File: src/rtl/fetch_pkg.sv
// Shared front-end fetch definitions: sequencer states, queue entry layout
// and the fixed instruction size used to step the fetch PC.
package fetch_pkg;

    localparam int ADDR_W     = 32;
    localparam int INST_W     = 32;
    localparam int INST_BYTES = 4;

    typedef enum logic [1:0] {
        BOOT  = 2'd0,
        RUN   = 2'd1,
        DRAIN = 2'd2
    } fetch_state_e;

    typedef struct packed {
        logic [ADDR_W-1:0] pc;
        logic [INST_W-1:0] inst;
    } fetch_entry_t;

endpackage

File: src/rtl/fetch_inst_queue.sv
// Small instruction FIFO between the I-cache response port and decode.
// Push and pop may coincide at any occupancy (including full); flush wins
// over both. The head entry is read straight out of the slot registers.
module fetch_inst_queue
    import fetch_pkg::*;
#(
    parameter int QDEPTH = 2,
    localparam int CW = $clog2(QDEPTH + 1),
    localparam int PW = (QDEPTH > 1) ? $clog2(QDEPTH) : 1
) (
    input  logic          clk,
    input  logic          reset_,
    input  logic          flush,
    input  logic          push,
    input  logic          pop,
    input  fetch_entry_t  push_entry,
    output fetch_entry_t  head,
    output logic          head_valid,
    output logic [CW-1:0] count
);

    localparam logic [PW-1:0] PONE = PW'(1);
    localparam logic [CW-1:0] CONE = CW'(1);

    logic [PW-1:0] wr_ptr_q, wr_ptr_d;
    logic [PW-1:0] rd_ptr_q, rd_ptr_d;
    logic [CW-1:0] count_q, count_d;
    logic          do_push;
    logic          do_pop;
    fetch_entry_t  slots [QDEPTH];

    // Pointer and occupancy update; pointers wrap naturally (depth is a power of 2)
    always_comb begin
        wr_ptr_d = wr_ptr_q;
        rd_ptr_d = rd_ptr_q;
        count_d  = count_q;
        do_push  = push && !flush;
        do_pop   = pop && (count_q != '0) && !flush;
        if (flush) begin
            wr_ptr_d = '0;
            rd_ptr_d = '0;
            count_d  = '0;
        end else begin
            if (do_push) wr_ptr_d = wr_ptr_q + PONE;
            if (do_pop)  rd_ptr_d = rd_ptr_q + PONE;
            if (do_push && !do_pop)      count_d = count_q + CONE;
            else if (!do_push && do_pop) count_d = count_q - CONE;
        end
    end

    // Pointer and occupancy registers
    always_ff @(posedge clk or negedge reset_) begin
        if (!reset_) begin
            wr_ptr_q <= '0;
            rd_ptr_q <= '0;
            count_q  <= '0;
        end else begin
            wr_ptr_q <= wr_ptr_d;
            rd_ptr_q <= rd_ptr_d;
            count_q  <= count_d;
        end
    end

    for (genvar gi = 0; gi < QDEPTH; gi++) begin : g_slot
        fetch_entry_t slot_q, slot_d;

        // A slot loads only when the write pointer targets it
        always_comb begin
            slot_d = slot_q;
            if (do_push && (wr_ptr_q == PW'(gi))) slot_d = push_entry;
        end

        // Slot storage; cleared on reset so the head reads zero out of reset
        always_ff @(posedge clk or negedge reset_) begin
            if (!reset_) slot_q <= '0;
            else         slot_q <= slot_d;
        end

        assign slots[gi] = slot_q;
    end

    assign head       = slots[rd_ptr_q];
    assign head_valid = (count_q != '0);
    assign count      = count_q;

    // The sequencer's credit scheme must never push into a full queue
    // unless the head leaves in the same cycle.
    assert property (@(posedge clk) disable iff (!reset_)
        (push && !flush) |-> ((count_q < CW'(QDEPTH)) || pop))
        else $error("fetch_inst_queue: push into full queue");

endmodule

File: src/rtl/fetch_seq.sv
// Fetch sequencer: owns the fetch PC, issues in-order I-cache requests under
// a credit limit, buffers responses in fetch_inst_queue and presents the head
// to decode. Redirects flush the queue and discard responses still in flight.
// ADDR/INST must match the widths of fetch_entry_t in fetch_pkg.
module fetch_seq
    import fetch_pkg::*;
#(
    parameter int              ADDR     = ADDR_W,
    parameter int              INST     = INST_W,
    parameter logic [ADDR-1:0] RESET_PC = '0,
    parameter int              QDEPTH   = 2
) (
    input  logic            clk,
    input  logic            reset_,
    input  logic            redirect_valid,
    input  logic [ADDR-1:0] redirect_pc,
    output logic            ic_req,
    output logic [ADDR-1:0] ic_req_pc,
    input  logic            ic_req_ready,
    input  logic            ic_resp_valid,
    input  logic [INST-1:0] ic_resp_inst,
    input  logic [ADDR-1:0] ic_resp_pc,
    output logic            dec_valid,
    output logic [ADDR-1:0] dec_pc,
    output logic [INST-1:0] dec_inst,
    input  logic            dec_ready
);

    localparam int              CW         = $clog2(QDEPTH + 1);
    localparam logic [CW-1:0]   ONE        = CW'(1);
    localparam logic [CW:0]     CREDITS    = (CW + 1)'(QDEPTH);
    localparam logic [ADDR-1:0] PC_STEP    = ADDR'(INST_BYTES);
    localparam logic [ADDR-1:0] ALIGN_MASK = ~ADDR'(INST_BYTES - 1);

    fetch_state_e    state_q, state_d;
    logic [ADDR-1:0] pc_q, pc_d;
    logic [CW-1:0]   outstanding_q, outstanding_d;

    logic [CW:0]     in_use;
    logic            accept;
    logic            resp_take;
    logic            q_push;
    logic            q_pop;
    logic [CW-1:0]   q_count;
    logic            q_head_valid;
    fetch_entry_t    q_head;
    fetch_entry_t    resp_entry;

    assign resp_entry.pc   = ic_resp_pc;
    assign resp_entry.inst = ic_resp_inst;

    // Next-state, PC, credit accounting and request/queue controls. The credit
    // check counts the queued head even when decode is popping it, so ic_req
    // never depends on dec_ready.
    always_comb begin
        state_d       = state_q;
        pc_d          = pc_q;
        outstanding_d = outstanding_q;
        in_use        = {1'b0, outstanding_q} + {1'b0, q_count};
        resp_take     = ic_resp_valid && (outstanding_q != '0);
        ic_req        = (state_q == RUN) && !redirect_valid && (in_use < CREDITS);
        accept        = ic_req && ic_req_ready;
        q_pop         = q_head_valid && dec_ready;
        q_push        = resp_take && (state_q == RUN) && !redirect_valid;

        if (accept && !resp_take)      outstanding_d = outstanding_q + ONE;
        else if (!accept && resp_take) outstanding_d = outstanding_q - ONE;

        if (redirect_valid) begin
            // Stale responses still have to come back before the new stream starts
            pc_d    = redirect_pc & ALIGN_MASK;
            state_d = (outstanding_d != '0) ? DRAIN : RUN;
        end else begin
            if (accept) pc_d = pc_q + PC_STEP;
            unique case (state_q)
                BOOT:    begin
                    pc_d    = RESET_PC;
                    state_d = RUN;
                end
                RUN:     state_d = RUN;
                DRAIN:   if (outstanding_d == '0) state_d = RUN;
                default: state_d = BOOT;
            endcase
        end
    end

    // Sequencer state, fetch PC and in-flight counter
    always_ff @(posedge clk or negedge reset_) begin
        if (!reset_) begin
            state_q       <= BOOT;
            pc_q          <= RESET_PC;
            outstanding_q <= '0;
        end else begin
            state_q       <= state_d;
            pc_q          <= pc_d;
            outstanding_q <= outstanding_d;
        end
    end

    fetch_inst_queue #(
        .QDEPTH (QDEPTH)
    ) u_queue (
        .clk        (clk),
        .reset_     (reset_),
        .flush      (redirect_valid),
        .push       (q_push),
        .pop        (q_pop),
        .push_entry (resp_entry),
        .head       (q_head),
        .head_valid (q_head_valid),
        .count      (q_count)
    );

    assign ic_req_pc = pc_q;
    assign dec_valid = q_head_valid;
    assign dec_pc    = q_head.pc;
    assign dec_inst  = q_head.inst;

    // A response with nothing in flight is an I-cache protocol violation; it is dropped
    assert property (@(posedge clk) disable iff (!reset_)
        ic_resp_valid |-> (outstanding_q != '0))
        else $error("fetch_seq: I-cache response with nothing outstanding");

endmodule
File: config.mk
export PLATFORM = sky130hd
export DESIGN_NAME = fetch_seq
export DESIGN_NICKNAME = d
export VERILOG_FILES = /design/src/rtl/fetch_pkg.sv /design/src/rtl/fetch_inst_queue.sv /design/src/rtl/fetch_seq.sv
export SDC_FILE = /design/constraint.sdc
export NUM_CORES = 1
export LEC_CHECK = 0
export ABC_AREA = 1
export BUFFER_PORTS_ARGS = -buffer_cell sky130_fd_sc_hd__clkbuf_2
export CAP_MARGIN = 40
export CORE_MARGIN = 2
export CORE_UTILIZATION = 35
export CTS_BUF_LIST = sky130_fd_sc_hd__clkbuf_8
export DETAILED_ROUTE_END_ITERATION = 6
export SETUP_SLACK_MARGIN = 0.5
export SYNTH_ARGS = -nofsm -noshare
export SYNTH_HDL_FRONTEND = slang
export SYNTH_SLANG_ARGS = --single-unit
File: constraint.sdc
create_clock -name clk -period 1.9 [get_ports clk]
set_input_delay 0.095 -clock clk [delete_from_list [all_inputs] [get_ports clk]]
set_output_delay 0.095 -clock clk [all_outputs]
set_load 0.02 [all_outputs]
* Word-level counts from Yosys, hierarchy flattened
Index checks and enable logic that the tools add are counted.
W data, S select, Z words.
** Cells by class
- Add/sub/neg operators :: 8
- $lt $le $gt $ge :: 2
- Equal/unequal tests :: 3
- Multiplexer cells :: 19
- Bitwise logic cells :: 2
- Reduce and logical (&&, ||, !) cells :: 31
** Operators by type and width (count)
- $mux W64 :: 3
- $mux W32 :: 3
- $add A32 B3 Y32 const B :: 1
- $logic_and A1 B1 Y1 :: 16
- $mux W2 :: 8
- $reduce_bool A2 Y1 :: 5
- $reduce_bool A3 Y1 :: 2
- $logic_not A1 Y1 :: 5
- $add A2 B1 Y2 const B :: 2
- $logic_not A2 Y1 :: 2
- $mux W1 :: 4
- $pmux W2 S2 :: 1
- $sub A2 B1 Y2 const B :: 2
- $add A2 B2 Y3 :: 1
- $lt A3 B2 Y1 const B :: 1
- $ne A3 B3 Y1 const B :: 1
- $add A1 B1 Y1 const B :: 2
- $eq A2 B1 Y1 const B :: 1
- $eq A2 B2 Y1 const B :: 1
- $ge A2 B2 Y1 const B :: 1
- $not A1 Y2 :: 1
- $reduce_or A2 Y1 :: 1
- $not A1 Y1 :: 1
** Word-level totals
- Flip-flop bits (word level) :: 168
- Input bits :: 102
- Output and inout bits :: 98
- Word-level logic and storage cells :: 75

* Logic depth before layout (Yosys ltp)
Gate-level depths: netlist of the first run.
- Depth after elaboration :: 12
- Depth in mapped cells :: 11
- Depth with buffers taken out :: 11

* Cells and area by module
From an unflattened synthesis of the first run, not the netlist that was laid out.
** Unflattened totals
- Cell total of the unflattened synthesis :: 1134
- Area, all modules :: 8554.5 um2
** By module, submodules not included
- fetch_inst_queue :: instances 1, cells each 717, area each 5824.3 um2, sequential area each 3303.2 um2
- fetch_seq :: instances 1, cells each 417, area each 2730.1 um2, sequential area each 850.8 um2

* Least setup slack after synthesis of the first run
Ideal clock, no wire load.
- Path kind :: reg-to-reg
- Start point :: register u_queue.count_q[0], in the netlist u_queue.count[0]
- End point :: register state_q[0]
- Setup time :: 0.126 ns
- Data arrival time :: 1.750 ns
- Data required time :: 1.774 ns
- Setup slack :: 0.024 ns
- Stages on the path, launching flop included :: 12
- Path buffers :: 0
- Clock period less this slack :: 1.876 ns
- Cells stage by stage :: dfrtp_1 nand2_1 inv_1 fa_1 inv_1 nand3b_1 nor2_2 nand4_1 nand2_1 nor2_2 nand2_1 a21oi_2
** Between the ends
- Cells in the longest elaborated chain, start to end :: 11
- Elaborated cells between the ends (all ways) :: 14
- Classes of those cells :: add/sub (1); order compare (1); eq/ne (1); mux (4); reduce/logical (7)
** RTL lines
- start: declaration :: RTL line fetch_inst_queue.sv:27 : logic [CW-1:0] count_q, count_d;
- start signal: assignment :: RTL line fetch_inst_queue.sv:60 : count_q <= count_d;
- $add A2 B2 Y3 (*) :: RTL line fetch_seq.sv:59 : in_use = {1'b0, outstanding_q} + {1'b0, q_count};
- $lt A3 B2 Y1 (*) :: RTL line fetch_seq.sv:61 : ic_req = (state_q == RUN) && !redirect_valid && (in_use < CREDITS);
- $logic_and A1 B1 Y1 (*) :: RTL line fetch_seq.sv:61
- via ic_req :: RTL line fetch_seq.sv:17 : output logic ic_req,
- $logic_and A1 B1 Y1 (*) :: RTL line fetch_seq.sv:62 : accept = ic_req && ic_req_ready;
- $logic_not A1 Y1 :: RTL line fetch_seq.sv:67 : else if (!accept && resp_take) outstanding_d = outstanding_q - ONE;
- $logic_and A1 B1 Y1 :: RTL line fetch_seq.sv:67
- $mux W2 :: RTL line fetch_seq.sv:67
- $mux W2 (*) :: RTL line fetch_seq.sv:66 : if (accept && !resp_take) outstanding_d = outstanding_q + ONE;
- $reduce_bool A2 Y1 :: RTL line fetch_seq.sv:72 : state_d = (outstanding_d != '0) ? DRAIN : RUN;
- $mux W2 :: RTL line fetch_seq.sv:72
- $mux W2 :: RTL line fetch_seq.sv:69 : if (redirect_valid) begin
- end signal: assignment :: RTL line fetch_seq.sv:94 : state_q <= state_d;
- end: declaration :: RTL line fetch_seq.sv:35 : fetch_state_e state_q, state_d;
Mark *: on every way through the listed nets, which the timed path passes. The rest lies on a longest branch.
A chain may end at the register's enable or synchronous reset.

* Final worst setup path of the first run
- Start point :: register u_queue.count_q[0], in the netlist u_queue.count[0]
- End point :: register pc_q[19], in the netlist ic_req_pc[19]
** Between the ends
- Cells in the longest elaborated chain, start to end :: 5
** RTL lines
- $add A2 B2 Y3 :: RTL line fetch_seq.sv:59
- $lt A3 B2 Y1 :: RTL line fetch_seq.sv:61
- $logic_and A1 B1 Y1 :: RTL line fetch_seq.sv:61
- $logic_and A1 B1 Y1 :: RTL line fetch_seq.sv:62
- $reduce_bool A3 Y1 (no line)
- end signal: assignment :: RTL line fetch_seq.sv:95 : pc_q <= pc_d;
- end: declaration :: RTL line fetch_seq.sv:36 : logic [ADDR-1:0] pc_q, pc_d;
No other way between the ends.

==> results.yml, run 1 <==
critical_path:
  start_kind: "register"
  critical_path.max_fanout: 7
  cp_common_cell: "buf_6"
  cp_data_arrival_time_ns: 2.38
  ff2ff_setup_slack_ns: -0.11
  cp.required_ns: 2.26
  slowest_stage: "fa_2"
  cp-end-kind: "register"
  crit_chain: "nand2_1 > inv_1 > fa_2 > inv_2 > buf_6 > nand4_4 > nand2_8 > inv_12 > buf_4 > buf_6 > a21oi_4 > a21oi_2"
  reg2reg_depth: 12
  max_stage_delay_ns: 0.43
  r2r-start: "u_queue.count[0]"
  timing.rr.end: "ic_req_pc[19]"
  path_class: "register to register"
yosys:
  ys_ff_latch: 166
  netlist.area_leader.share_pct: 49.3
  syn_area_sq_um: 8420
  synth.area.mux_share_pct: 0
  synth_common_cells: "nand2_1, dfrtp_1, o21ai_0"
  synth_top_family_by_area: "simple AND/OR/NAND/NOR gates"
  synth-edff-count: 0
  synth_xor_area_share_pct: 0.208
  synthArstFlopShare_pct: 100
  yosys_warnings: 0
  synthSimpleGateAreaFrac_pct: 28.5
  synth_top_cell_by_area: "dfrtp_1"
  synth.area.top_cells: "dfrtp_1, nand2_1, o21ai_0"
  synth_compound_area_share_pct: 13.1
  yosysSeqAreaShare_pct: 49.3
  synth_most_common_cell: "nand2_1"
  synth_area_per_cell_sq_um: 7.50
  synthAdderAreaFrac_pct: 0.535
  synthDistinctLibCells: 44
  synth_ff_type: "dfrtp_1"
  netlist_instances: 1123
hold_path:
  min_path_type: "input port to register"
  hold_path_startpoint: "ic_req_ready"
  hold_path_end: "ic_req_pc[22]"
  hold_depth: 4
floorplan:
  die_y_um: 159
  initial_utilization_pct: 35.8
  io_pins: 200
  core_area_sq_um: 23500
  rows: 56
  die_w_um: 159
  die_area_sq_um: 25300
global_routing:
  grt_usage_pct: 22.7
  grt_max_degree: 79
  gr-total-overflow: 0
  antenna_found_initial: 1
  grt_pass1_vias: 8791
  grt_pass1_wl_um: 45700
finish:
  final_cell_area_sq_um: 14200
  fillers: 1959
  drive_above_1_share_pct: 38.6
  nets: 1571
  area_growth_syn_to_layout_pct: 68.2
  antenna_cells: 0
  fin_cells: 1798
placed_design:
  place_ws_ns: 0.0558
  placed_cells: 1615
  postPlaceCellArea_sq_um: 9960
  gp_congestion: 0.877
  port_buffers: 195
  hpwl_um: 16100
outcome:
  violations: "setup timing"
  status: "finished with violations"
timing:
  finClkSkew_ns: 0.0170
  setup_slack_ns: -0.114
  hold_viol: 0
  tightestPinTransition_ns: 0.673
  period_needed_ns: 2.01
  slew_headroom_pct: 55.0
  slew_viol_final: 0
  max_clock_freq_mhz: 496
  min_period_over_period_pct: 106
  setup_viol: 19
  fin_setup_tns_ns: -0.965
  rsz0062_at_grt: "yes"
drt:
  drt_iter0_markers: 695
  dr_total_vias: 8825
  drc: 0
  vias_per_cell: 4.91
  drt-total-wl_um: 29800
  postRouteAntennaNets: 0
  wl_per_cell_um: 16.6
  first_pass_iters: 5
clocking:
  clock-root-buffer: "clkbuf_8"
  clkSlewWorstSetupHoldPaths_ns: 0.10
  clkLatencyLatePin_ns: 0.47
  cts_tree: "done"
  ctsLongestPathBuffers: 2
  cts_buffers: 17
  clock-sinks: 166
  htreeDepth: 4
run:
  max_cap_viol_count: 0
power:
  power_mw: 22.5
  ir_worst_vdd_mv: 0.715
  p_leak_nw: 7.21
  p_per_area_nw_per_um2: 1590
[cells by family (layout without fill, tap and decap cells)]
logic type                 Yosys count  after routing
adders and majority gates            3              3
AOI/OAI and AO/OA                  201            201
buffers and inverters              166            520
DFF                                166            166
other                                1              2
xor gates and xnor gates             2              2
and+or+nand+nor                    584            585
[worst max path at each step]
stage	from	to	slack, ns
2_1_floorplan	u_queue.count[0]	ic_req_pc[9]	0.11
3_3_place_gp	u_queue.count[0]	ic_req_pc[12]	0.05
3_5_place_dp	u_queue.count[0]	ic_req_pc[12]	0.06
4_1_cts	u_queue.count[0]	ic_req	-0.11
5_1_grt	u_queue.count[0]	ic_req_pc[20]	-0.20
6_report	u_queue.count[0]	ic_req_pc[19]	-0.11
[what timing repair did]
action / in CTS / in global routing
gates resized for setup: 365 / 191
endpoints found under the setup margin: 231 / 231
endpoints found under the hold margin: 325 / 0
pin swaps: 68 / 70
buffers inserted: 29 / 7
hold buffers: 96 / 0
cloned: 17 / 2
[registers in the layout (all words and copies together) (netlist names)]
signal / count
ic_req_pc: 30
state_q: 2
u_queue.wr_ptr_q: 1
u_queue.rd_ptr_q: 1
u_queue.count: 2
outstanding_q: 2
u_queue.g_slot.slot_q: 128
[per-layer routing]
layer | track usage [%] | up-vias | wire, um
li1 | - | 4234 | -
met1 | 28.9 | 4232 | 12100
met2 | 38.7 | 305 | 15400
met3 | 4.74 | 52 | 1500
met4 | 7.07 | 2 | 706
met5 | 0 | - | 16
[through the flow]
| stage | hold WS, ns | utilization [%] |
|---|---|---|
| detailed placement | -0.0265 | 42.3 |
| CTS | 0.00419 | 57.0 |
| floorplan | -0.201 | - |
| global placement | -0.0282 | 42.3 |
| finish | 0.0271 | 60.2 |
| global route | 0.0567 | 60.2 |
[power by group]
group	internal, mW	leakage, nW	switching, mW
combinational	6.26	4.87	6.64
clock	1.11	0.198	1.57
sequential	5.17	2.14	1.72
[worst max-delay path: cells and delay by family (launching register included)]
| kind | cells | cell delay (ns) |
|---|---|---|
| AND/OR/NAND/NOR | 3 | 0.39 |
| adder cells (fa/ha/maj) | 1 | 0.43 |
| flip-flops | 1 | 0.39 |
| buffers and inverters | 6 | 0.52 |
| AO/OA/AOI/OAI | 2 | 0.17 |
[layout by cell type, fill, tap and decap left out, types with 15 or more instances in the layout]
master / count
nand2_1: 274
buf_16: 15
clkbuf_8: 33
a21oi_1: 15
inv_1: 104
buf_8: 50
a21oi_2: 23
nor2_1: 57
buf_6: 20
nand3_1: 23
clkbuf_2: 129
buf_4: 21
o21ai_1: 71
dfrtp_1: 164
o21ai_0: 71
nand2_4: 120
buf_12: 28
nand2_2: 62
dlygate4sd3_1: 96
[cell type report]
class	instances	area (sq um)	area share, %
Multi-Input combinational cell	793	4780	33.8
Clock buffer	17	234	1.65
Timing Repair Buffer	376	3960	27.9
Sequential cell	166	4160	29.3
Clock inverter	15	181	1.28
Tap cell	319	399	2.82
Inverter	111	438	3.09
Timing Repair inverter	1	16.3	0.115
(Power assumes the default switching activity.)
==> run 2, diff against run 1 <==
- CORE_UTILIZATION: 35 -> 50
- CTS_BUF_LIST: sky130_fd_sc_hd__clkbuf_8 -> sky130_fd_sc_hd__clkbuf_4 sky130_fd_sc_hd__clkbuf_8
- PLACE_DENSITY: unset -> 0.75
- clock period: 1.9 -> 2.5 ns (I/O delays scaled with it)
==> run 2 against run 1 <==
Effect of this change: the flow now finishes without violations; hold slack worse by 0.0067 ns; sequential power down 30%; cell area down 20%; die area down 29%; combinational power down 53%; sequential share of layout area up 7.1 points; first-iteration DRC count up 6.0%; cell count down 8.6%; clock power down 26%; critical path type unchanged; largest cell class is now registers.
==> results.yml, run 2 (synthesis results as in run 1) <==
global_routing:
  grt_pass1_vias: 7900
  grt_usage_pct: 26.1
  grt_max_degree: 73
  gr-total-overflow: 0
  antenna_found_initial: 0
  grt_pass1_wl_um: 37600
finish:
  nets: 1516
  multi_input_area_sq_um: 3780
  final_cell_area_sq_um: 11400
  mostFrequentLayoutCells: "nand2_1, clkbuf_2, dfrtp_1, o21ai_0, inv_1"
  ff_latch_area_sq_um: 4160
  layout_commonest_cell: "nand2_1"
  drive_above_1_share_pct: 23.6
  final_core_util_pct: 68.9
  fillers: 1342
  regMostFlops: "u_queue.g_slot.slot_q"
  area_growth_syn_to_layout_pct: 35.2
  antenna_cells: 0
  largest_reg_flops: 128
critical_path:
  ff2ff_setup_slack_ns: 0.42
  critPathCapture: "state_q[0]"
  start_kind: "register"
  critical_path.max_fanout: 3
  path_class: "register to register"
  r2r-start: "u_queue.count[0]"
  cp-end-kind: "register"
  cp_data_arrival_time_ns: 2.47
  timing.rr.end: "state_q[0]"
  cp.required_ns: 2.88
  startpoint: "u_queue.count[0]"
  reg2reg_depth: 12
clocking:
  clock-sinks: 166
  clock-root-buffer: "clkbuf_8"
  cts_tree: "done"
  cts_buffers: 17
  ctsLongestPathBuffers: 2
  clkLatencyLatePin_ns: 0.47
  htreeDepth: 4
  clkSlewWorstSetupHoldPaths_ns: 0.09
floorplan:
  die_area_sq_um: 17900
  initial_utilization_pct: 51.0
  die_w_um: 134
  io_pins: 200
  rows: 47
  core_area_sq_um: 16500
  die_y_um: 134
placed_design:
  postPlaceCellArea_sq_um: 9590
  gp_congestion: 0.909
  hpwl_um: 14600
  port_buffers: 195
drt:
  drc: 0
  first_pass_iters: 5
  dr_total_vias: 8421
  drt-total-wl_um: 24300
  postRouteAntennaNets: 0
  wl_per_cell_um: 14.8
  vias_per_cell: 5.13
  drt_iter0_markers: 737
power:
  power_frac_clock_pct: 15.4
  intPower_mw: 7.06
  p_sw_mw: 5.84
  p_per_area_nw_per_um2: 1130
  switching_share_pct: 45.2
  pwr-share-seq_pct: 37.5
  ir_worst_vdd_mv: 0.588
  p_leak_nw: 5.96
  p_comb_share_pct: 47.2
hold_path:
  min_path_type: "input port to register"
timing:
  min_period_over_period_pct: 83.2
  hold_viol: 0
  fin_setup_tns_ns: 0
  finClkSkew_ns: 0.0185
  rsz0062_at_grt: "yes"
  slew_headroom_pct: 58.2
  setup_viol: 0
  period_needed_ns: 2.08
  tightestPinTransition_ns: 0.625
  slew_viol_final: 0
  max_clock_freq_mhz: 481
run:
  max_cap_viol_count: 0
outcome:
  status: "complete, no violations"
==> run 2: cell types whose count changed in the layout (fill, tap and decap cells not counted), moves of 11 or more <==
cell | before | now
nand2_2 | 62 | 11
o21ai_1 | 71 | 11
nand2_1 | 274 | 442
buf_6 | 20 | 9
clkbuf_8 | 33 | 19
nand2_4 | 120 | 1
buf_12 | 28 | 5
buf_16 | 15 | 1
o21ai_0 | 71 | 133
buf_8 | 50 | 1
clkbuf_2 | 129 | 193
==> run 2: power by group through the flow <==
stage / clock network [mW] / logic [mW] / registers [mW]
finish: 1.98 / 6.08 / 4.83
floorplan: 0 / 3.48 / 4.90
detailed placement: 0 / 5.31 / 4.84
CTS: 2.03 / 5.58 / 4.80
global route: 2.14 / 6.70 / 4.99
global placement: 0 / 5.18 / 4.80
==> run 2: layer usage <==
metal  global-route usage, %  part of all wire [%]  vias to the layer above  wire length, um
li1                        -                     -                     4101                -
met4                    10.4                   3.2                        0              777
met3                    6.80                   6.7                       60             1620
met2                    43.6                    49                      327            11900
met5                       0                     0                        -                0
met1                    32.4                    41                     3933             9990
==> run 2: how the worst min path moves through the flow <==
stage / start / end / cells past startpoint
after floorplan: reset_ / ic_req_pc[10] / 0
after global placement: reset_ / ic_req_pc[10] / 1
after detailed placement: reset_ / ic_req_pc[10] / 1
after CTS: redirect_pc[22] / ic_req_pc[22] / 5
after global routing: redirect_pc[30] / ic_req_pc[30] / 3
final: redirect_pc[30] / ic_req_pc[30] / 3
==> run 2: repair_timing <==
| item | 4_1_cts | 5_1_grt |
|---|---|---|
| buffers inserted | 6 | 10 |
| pin swaps | 8 | 14 |
| hold buffers | 90 | 0 |
| gates cloned | 1 | 6 |
| endpoints found under the hold margin | 212 | 0 |
| endpoints found under the setup margin | 35 | 149 |
| resized for setup | 10 | 53 |
==> run 2: final cells by class <==
type                       instances  share of cell area, %
clock inverter                    12                   1.24
timing repair buffer             318                   20.1
tap                              220                   2.42
sequential                       166                   36.5
inverter                         111                   3.91
clock buffer                      19                   2.30
multi-input combinational        795                   33.2
timing repair inverter             2                  0.406
==> run 2: critical path, cell delays in order (launching register included) <==
cell	delay [ns]
dfrtp_1	0.41
nand2_1	0.09
inv_2	0.04
fa_2	0.54
inv_2	0.04
nand3b_1	0.13
nor2_4	0.06
buf_6	0.12
nand4_1	0.10
nand2_2	0.10
nor2_4	0.18
nand2_2	0.08
a21oi_2	0.11
==> run 2: stage by stage <==
| step | setup WS [ns] | std cells | power [mW] | hold slack, ns |
|---|---|---|---|---|
| 4_1_cts | 0.416 | 1627 | 12.4 | 0.000492 |
| 6_report | 0.419 | 1643 | 12.9 | 0.0204 |
| 3_3_place_gp | 0.347 | 1499 | 9.98 | 0.152 |
| 3_5_place_dp | 0.293 | 1499 | 10.1 | 0.160 |
| 2_1_floorplan | 0.624 | 1124 | 8.38 | -0.171 |
| 5_1_grt | 0.334 | 1643 | 13.8 | 0.0245 |
